File: src/rtl/pipe_hazard_ctrl.sv
// Stall/flush controller for the five-stage pipeline. It detects load-use
// hazards, taken branches and jumps, data-memory waits and halting syscalls,
// drives the pause/flush controls of PC, IF/ID, ID/EX and EX/MEM, and keeps
// saturating performance counters.
//
// state    | meaning
// ---------+-------------------------------------------------------------
// RUN      | normal issue; the priority chain resolves new events
// LU_STALL | inserting the remaining load-use bubbles (lu_cnt_q left)
// MEM_WAIT | data memory busy; the whole front of the pipe is held
// HALT     | syscall halt; everything paused until resume
module pipe_hazard_ctrl #(
    parameter int LU_STALL_CYCLES = 1,
    parameter int CNT_W           = 16
) (
    input  logic             clk,
    input  logic             rst,
    input  logic [4:0]       rs_id,
    input  logic [4:0]       rt_id,
    input  logic             rs_used_id,
    input  logic             rt_used_id,
    input  logic [4:0]       ex_rw,
    input  logic             ex_memtoreg,
    input  logic             ex_regwrite,
    input  logic             branch_taken_ex,
    input  logic             syscall_halt_ex,
    input  logic             mem_busy,
    input  logic             resume,
    input  logic             clr_stats,
    output logic             pc_pause,
    output logic             ifid_pause,
    output logic             ifid_flush,
    output logic             idex_pause,
    output logic             idex_flush,
    output logic             exmem_pause,
    output logic             halted,
    output logic [CNT_W-1:0] stall_cnt,
    output logic [CNT_W-1:0] flush_cnt,
    output logic [31:0]      cycle_cnt
);

    typedef enum logic [1:0] {
        RUN      = 2'd0,
        LU_STALL = 2'd1,
        MEM_WAIT = 2'd2,
        HALT     = 2'd3
    } state_t;

    // Bubbles still owed after the first one, which is issued from RUN.
    localparam logic [1:0] LU_RELOAD = 2'(LU_STALL_CYCLES - 1);

    state_t           state_q, state_d;
    logic [1:0]       lu_cnt_q, lu_cnt_d;
    logic [CNT_W-1:0] stall_cnt_q, flush_cnt_q;
    logic [31:0]      cycle_cnt_q;

    logic load_use;
    logic pc_p, ifid_p, ifid_f, idex_p, idex_f, exmem_p, halt_c;
    logic flush_evt, stall_inc, cycle_inc;

    // Hazard when a load in EX writes a register the ID instruction reads.
    assign load_use = ex_memtoreg & ex_regwrite & (ex_rw != 5'd0) &
                      ((rs_used_id & (rs_id == ex_rw)) |
                       (rt_used_id & (rt_id == ex_rw)));

    // Control outputs and next state from the current state and inputs.
    always_comb begin
        pc_p      = 1'b0;
        ifid_p    = 1'b0;
        ifid_f    = 1'b0;
        idex_p    = 1'b0;
        idex_f    = 1'b0;
        exmem_p   = 1'b0;
        halt_c    = 1'b0;
        flush_evt = 1'b0;
        state_d   = state_q;
        lu_cnt_d  = lu_cnt_q;
        unique case (state_q)
            HALT: begin
                {pc_p, ifid_p, idex_p, exmem_p} = 4'hF;
                halt_c = 1'b1;
                if (resume) state_d = RUN;
            end
            LU_STALL: begin
                if (mem_busy) begin
                    // Memory wait outranks the bubble; the bubble count holds.
                    {pc_p, ifid_p, idex_p, exmem_p} = 4'hF;
                end else begin
                    pc_p     = 1'b1;
                    ifid_p   = 1'b1;
                    idex_f   = 1'b1;
                    lu_cnt_d = lu_cnt_q - 2'd1;
                    if (lu_cnt_q <= 2'd1) begin
                        state_d  = RUN;
                        lu_cnt_d = 2'd0;
                    end
                end
            end
            RUN, MEM_WAIT: begin
                if (state_q == MEM_WAIT && mem_busy) begin
                    {pc_p, ifid_p, idex_p, exmem_p} = 4'hF;
                end else begin
                    state_d = RUN;
                    if (syscall_halt_ex) begin
                        {pc_p, ifid_p, idex_p, exmem_p} = 4'hF;
                        state_d = HALT;
                    end else if (branch_taken_ex) begin
                        // Branch wins over load-use: the dependent instruction is flushed.
                        ifid_f    = 1'b1;
                        idex_f    = 1'b1;
                        flush_evt = 1'b1;
                    end else if (mem_busy) begin
                        {pc_p, ifid_p, idex_p, exmem_p} = 4'hF;
                        state_d = MEM_WAIT;
                    end else if (load_use) begin
                        pc_p   = 1'b1;
                        ifid_p = 1'b1;
                        idex_f = 1'b1;
                        if (LU_STALL_CYCLES > 1) begin
                            state_d  = LU_STALL;
                            lu_cnt_d = LU_RELOAD;
                        end
                    end
                end
            end
            default: begin
                state_d  = RUN;
                lu_cnt_d = 2'd0;
            end
        endcase
    end

    assign stall_inc = pc_p & (state_q != HALT);
    assign cycle_inc = (state_q != HALT);

    // State and bubble-count registers.
    always_ff @(posedge clk or negedge rst) begin
        if (!rst) begin
            state_q  <= RUN;
            lu_cnt_q <= 2'd0;
        end else begin
            state_q  <= state_d;
            lu_cnt_q <= lu_cnt_d;
        end
    end

    // Saturating performance counters; clear overrides any increment.
    always_ff @(posedge clk or negedge rst) begin
        if (!rst) begin
            stall_cnt_q <= '0;
            flush_cnt_q <= '0;
            cycle_cnt_q <= '0;
        end else if (clr_stats) begin
            stall_cnt_q <= '0;
            flush_cnt_q <= '0;
            cycle_cnt_q <= '0;
        end else begin
            if (stall_inc && stall_cnt_q != '1) stall_cnt_q <= stall_cnt_q + CNT_W'(1);
            if (flush_evt && flush_cnt_q != '1) flush_cnt_q <= flush_cnt_q + CNT_W'(1);
            if (cycle_inc && cycle_cnt_q != '1) cycle_cnt_q <= cycle_cnt_q + 32'd1;
        end
    end

    // Controls are forced low for as long as reset is held.
    assign pc_pause    = rst & pc_p;
    assign ifid_pause  = rst & ifid_p;
    assign ifid_flush  = rst & ifid_f;
    assign idex_pause  = rst & idex_p;
    assign idex_flush  = rst & idex_f;
    assign exmem_pause = rst & exmem_p;
    assign halted      = rst & halt_c;

    assign stall_cnt = stall_cnt_q;
    assign flush_cnt = flush_cnt_q;
    assign cycle_cnt = cycle_cnt_q;

endmodule

File: config.mk
export PLATFORM = sky130hd
export DESIGN_NAME = pipe_hazard_ctrl
export DESIGN_NICKNAME = d
export VERILOG_FILES = /design/src/rtl/pipe_hazard_ctrl.sv
export SDC_FILE = /design/constraint.sdc
export NUM_CORES = 1
export LEC_CHECK = 0
export ABC_AREA = 0
export CORE_UTILIZATION = 40
export CTS_BUF_LIST = sky130_fd_sc_hd__clkbuf_2
export DETAILED_ROUTE_END_ITERATION = 8
export GPL_ROUTABILITY_DRIVEN = 0
export MAX_ROUTING_LAYER = met4
export PLACE_DENSITY = 0.67
export SYNTH_ARGS = -nofsm -noshare
export SYNTH_HDL_FRONTEND = slang
export SYNTH_SLANG_ARGS = --single-unit
export TNS_END_PERCENT = 5
File: constraint.sdc
create_clock -name clk -period 3 [get_ports clk]
set_clock_uncertainty 0.2 [all_clocks]
set_input_delay 0.6 -clock clk [delete_from_list [all_inputs] [get_ports clk]]
set_output_delay 0.6 -clock clk [all_outputs]
set_load 0.02 [all_outputs]
# Yosys cells after proc, flatten, opt, wreduce, memory -nomap -nowiden
# Index checks and enable logic that the tools add are counted.
[totals]
register_bits = 68
latch_bits = 0
mem_bits_rw = 0
mem_bits_ro = 0
out_inout_bits = 71
memories = 0
[op_classes]
addsub = 4
mul = 0
n_div = 0
magnitude_cmp = 1
n_eq_ne = 13
shifts = 0
n_mux = 37
bitwise = 13
n_reduce_logical = 13
[op_table]
columns = ["operator", "n"]
rows = [
  ["$mux W16", 4],
  ["$mux W32", 2],
  ["$add A16 B1 Y16 const B", 2],
  ["$add A32 B1 Y32 const B", 1],
  ["$ne A16 B16 Y1 const B", 2],
  ["$ne A32 B32 Y1 const B", 1],
  ["$mux W1", 19],
  ["$mux W2", 8],
  ["$and A1 B1 Y1", 11],
  ["$eq A5 B5 Y1", 2],
  ["$ne A2 B2 Y1 const B", 5],
  ["$pmux W2 S3", 1],
  ["$reduce_bool A2 Y1", 3],
  ["$reduce_bool A5 Y1", 1],
  ["$eq A2 B2 Y1 const B", 2],
  ["$logic_and A1 B1 Y1", 4],
  ["$pmux W1 S2", 2],
  ["$reduce_and A4 Y1", 1],
  ["$reduce_or A2 Y1", 2],
  ["$pmux W1 S3", 1],
  ["$eq A2 B1 Y1 const B", 1],
  ["$le A2 B1 Y1 const B", 1],
  ["$logic_not A2 Y1", 1],
  ["$reduce_and A2 Y1", 1],
  ["other kinds (3)", 3],
]

# Depth between registers and ports, before layout
[depth]
depth_word = 14
mapped_depth = 8
ltp_nobuf = 7

# Worst setup path after synthesis
# No wires, ideal clock.
[synth_timing]
kind = "input to output"
startpoint = "input ex_rw[1]"
endpoint = "output pc_pause"
arrival_ns = 2.070
required_ns = 2.200
path_slack_ns = 0.130
path_stages = 8
cell_sequence = "or4_1 > o211ai_2 > nor2_1 > a21boi_2 > buf_6 > buf_6 > nor2_1 > buf_4"
[synth_between]
elab_chain_cells = 11
elab_cells_between_ends = 15
cone_classes = "eq/ne (2); mux (6); bitwise (6); reduce/logical (1)"
[synth_lines]
columns = ["element", "line_no", "text"]
rows = [
  ["from (decl)", "22", "input logic [4:0] ex_rw,"],
  ["$eq A5 B5 Y1 (on tied branches)", "63, 64", ""],
  ["$and A1 B1 Y1 (on tied branches)", "63, 64", ""],
  ["$or A1 B1 Y1", "63", "((rs_used_id & (rs_id == ex_rw)) |"],
  ["$and A1 B1 Y1 (*)", "62", "assign load_use = ex_memtoreg & ex_regwrite & (ex_rw != 5'd0) &"],
  ["$mux W1 (*) (5 in a row)", "--", ""],
  ["$pmux W1 S2 (*)", "--", ""],
  ["$and A1 B1 Y1 (*)", "--", ""],
  ["to (decl)", "30", "output logic pc_pause,"],
]
# Every way passes the cells marked *; elsewhere a longest branch is shown, timed or not.

# Final worst setup path
[layout_timing]
startpoint = "input rs_id[1]"
endpoint = "output idex_flush"
[layout_between]
elab_chain_cells = 11
[layout_lines]
columns = ["element", "line_no", "text"]
rows = [
  ["from (decl)", "18", "input logic [4:0] rs_id,"],
  ["$eq A5 B5 Y1", "63", ""],
  ["$and A1 B1 Y1", "63", ""],
  ["$or A1 B1 Y1", "63", ""],
  ["$and A1 B1 Y1", "62", ""],
  ["$mux W1", "115", "end else if (load_use) begin"],
  ["$mux W1", "112", "end else if (mem_busy) begin"],
  ["$mux W1", "107", "end else if (branch_taken_ex) begin"],
  ["$mux W1", "104", "if (syscall_halt_ex) begin"],
  ["$mux W1", "100", "if (state_q == MEM_WAIT && mem_busy) begin"],
  ["$pmux W1 S2", "78", "unique case (state_q)"],
  ["$and A1 B1 Y1", "169", "assign idex_flush = rst & idex_f;"],
  ["to (decl)", "34", "output logic idex_flush,"],
]
# Every way passes these cells.

==> summary.md <==
| Metric | Value |
|---|---|
| RSZ-0062 raised after global routing | `no` |
| First-pass GRT wire length | `between 15,000 and 20,000 um` |
| Fill cells | `about 850` |
| Total GRT Usage | `20.56%` |
| Peak supply drop | `about 0.24 mV` |
| Initial Util | `41.22%` |
| Placed insts | `around 640` |
| Post-synth EDFFs | `0` |
| Area leader, netlist | `dfrtp_1` |
| Syn Nets | `~440` |
| Die Wd | `99.58 um` |
| Initial antenna violation count | `0` |
| Crit path time final | `slightly below 3 ns` |
| Overflow after GRT | `0` |
| Post-CTS setup buffers | `0` |
| Syn avg cell area | `9.358 um2` |
| Number of synthesized register bits | `68` |
| Via Count | `roughly 3.4k` |
| Fraction of layout cells with a size suffix above 1 | `a little over a tenth` |
| CP Max Fanout | `2` |
| FFs w/ async S/R, synth | `100.0%` |
| Slew of the pin with the lowest slew margin | `between 0.8 and 0.9 ns` |
| # DRC | `0` |
| DR pass1 iterations | `4` |
| Top cells by area, synth | `dfrtp_1 45%, xor2_1 7.4%, nor2_1 6.0%` |
| TritonCTS clock tree | `done` |
| Worst skew pair latency | `0.50 ns` |
| Nets | `around 550` |
| Count leader, synth | `dfrtp_1` |
| Main synth FF type | `dfrtp_1` |
| Synth cell count leaders | `68 x dfrtp_1, 61 x nor2_1, 33 x nand2_1, 32 x xor2_1, 28 x nand3_1` |
| WL met3 | `270 um` |
| Yosys warnings | `0` |
| Mapped Cells | `around 410` |
| Root Driver | `clkbuf_2` |
| PwrDens | `434.1 nW/um2` |
| Hold crit path type | `in -> async` |
| Pleak | `between 2 and 2.5 nW` |
| Routed wl met2 | `4539 um` |
| Largest net degree at the start of global routing | `69` |
| Pwr Total | `0.002226 W` |
| Crit path kind | `in -> out` |
| Hold_buf cts | `0` |
| Layout Utilization | `a little under three fifths` |
| Vias in the first global route | `3,228` |
| HPWL Detailed | `roughly 6700 um` |
| Post-Route WL | `~9500 um` |
| Io pins | `between 90 and 100` |
| CTS buffer count | `9` |
| Slew margin rel. | `43.03%` |
| WL per Instance | `14.49 um` |
| H-tree Lvls | `3` |
| Max-slew violations | `0` |
| Arr. time, crit path | `2.11 ns` |
| Mapped Area | `between 3000 and 4000 um2` |
| Worst-path clk slew | `around 0.23 ns` |
| Final TNS setup | `0 ns` |
| Synth cell types | `51` |
| Sequential area share after synthesis | `between 40 and 50%` |
| Row count | `35` |
| Area grow syn2layout | `34.66%` |
| # diodes | `0` |
| Max Used Layer | `met4` |
| Element type at the critical path start | `input port` |
| Final non-filler cell total | `between 600 and 700` |
| Final period util | `97.16%` |
| # setup viols final | `0` |
| IO buf count | `96` |
| Yosys top cell area share | `between 40% and 50%` |
| Drt first-iter violations | `110` |
| Final hold violation count | `0` |
| Worst Path Required | `around 2.2 ns` |
| Post-route ant nets | `0` |
| Status | `complete, no violations` |
| Die footprint | `9916 um2` |
| Worst-case clock buffer depth | `2` |
| Via density | `a little over 5` |
| CP Capture Type | `output port` |
| Core region area | `between 9000 and 10,000 um2` |
| Met1 Wirelength | `approximately 4500 um` |
| # clock sinks | `68` |
| Max-cap violations | `0` |
| Chip Height | `99.58 um` |
| Fmax | `between 300 and 400 MHz` |
area by class of cell:
cell class / instances / area [um2] / area share [%]
multi-input cells: 314 / 1981 / 38.62
clock inverters: 6 / 88.84 / 1.732
repair buffers: 118 / 1121 / 21.86
well taps: 129 / 161.4 / 3.147
clock buffers: 9 / 45.04 / 0.8783
inverters: 8 / 30.03 / 0.5855
flip-flops and latches: 68 / 1702 / 33.18
sequential cells by signal (all words and copies together) (netlist names):
name and count:
cycle_cnt 32, flush_cnt 16, lu_cnt_q 2, stall_cnt 16
state_q 2
worst paths after layout:
kind / from / slack (ns) / end / depth (start not counted)
min in group clk: lu_cnt_q[0]$_DFFE_PN0P_ / 0.31 / lu_cnt_q[0]$_DFFE_PN0P_ / 2
worst max-delay path: rs_id[1] / 0.09 / idex_flush / 8
worst max register to register: state_q[0]$_DFFE_PN0P_ / 0.67 / flush_cnt[11]$_DFFE_PN0P_ / 7
worst min-delay path: rst / 0.10 / cycle_cnt[21]$_DFFE_PN0P_ / 2
max in group asynchronous: rst / 1.94 / flush_cnt[4]$_DFFE_PN0P_ / 2
worst min register to register: lu_cnt_q[0]$_DFFE_PN0P_ / 0.31 / lu_cnt_q[0]$_DFFE_PN0P_ / 2
worst max-delay path, stage by stage:
cell	delay, ns
clkdlybuf4s50_1	0.49
xnor2_1	0.13
nand4_1	0.13
o22ai_2	0.19
nor2b_1	0.15
o21ai_0	0.08
a21oi_1	0.18
buf_4	0.17
metal layers:
| layer | GRT usage (%) | vias up |
|---|---|---|
| met5 | - | - |
| met4 | 6.787 | 0 |
| met3 | 3.443 | 11 |
| met2 | 32.10 | 68 |
| met1 | 27.26 | 1616 |
| li1 | - | 1684 |
repair_timing:
item                                    CTS  global route
hold endpoints to repair                  0             0
pin swaps                                 0             2
gates resized for setup                  17             5
endpoints found under the setup margin    5             4
cell families after synthesis:
| kind of cell | after synthesis | synth area share, % |
|---|---|---|
| mux | 5 | 1.380 |
| simple gates | 196 | 27.33 |
| flops | 68 | 44.68 |
| compound gates | 59 | 10.48 |
| buf+inv | 25 | 3.416 |
| fa+ha+maj | 3 | 0.9857 |
| xor+xnor | 51 | 11.73 |
layout by cell type (no fill, tap or decap), types with 2 or more instances in the layout:
cell / n
dlygate4sd2_1: 4
nor4_1: 3
and2_1: 2
o31ai_1: 12
nand3_1: 28
or3_1: 6
a21oi_1: 21
nor3_1: 3
or4_1: 11
nand4_1: 19
nor2b_1: 4
dfrtp_1: 68
and3_1: 9
dlymetal6s2s_1: 4
ha_1: 3
clkinvlp_4: 2
and4_1: 6
a31oi_1: 2
buf_4: 22
xor2_1: 32
mux2i_1: 3
mux2_2: 2
buf_2: 4
xnor2_1: 19
clkbuf_2: 9
clkdlybuf4s50_1: 83
inv_1: 8
nand2_1: 33
o21ai_0: 9
nor2_1: 61
o21a_1: 2
bufinv_16: 2
metrics by stage:
step / area, um2 / hold slack, ns / setup slack (ns)
floorplan: 3809 / 0.1044 / 0.1300
global placement: 4999 / 0.2593 / -0.4195
detailed placement: 4999 / 0.2787 / -0.4730
CTS: 5116 / 0.09783 / 0.003323
global route: 5129 / 0.1078 / 0.007296
finish: 5129 / 0.1012 / 0.08511
power breakdown:
| group | total [W] | internal (W) | leakage, nW | switching [W] |
|---|---|---|---|---|
| Combinational | 0.000591 | 0.000255 | 1.09 | 0.000336 |
| Clock | 0.000616 | 0.000272 | 0.0744 | 0.000344 |
| Sequential | 0.00102 | 0.000961 | 0.942 | 0.0000579 |
Note: power is estimated with default switching activity, not from simulation.
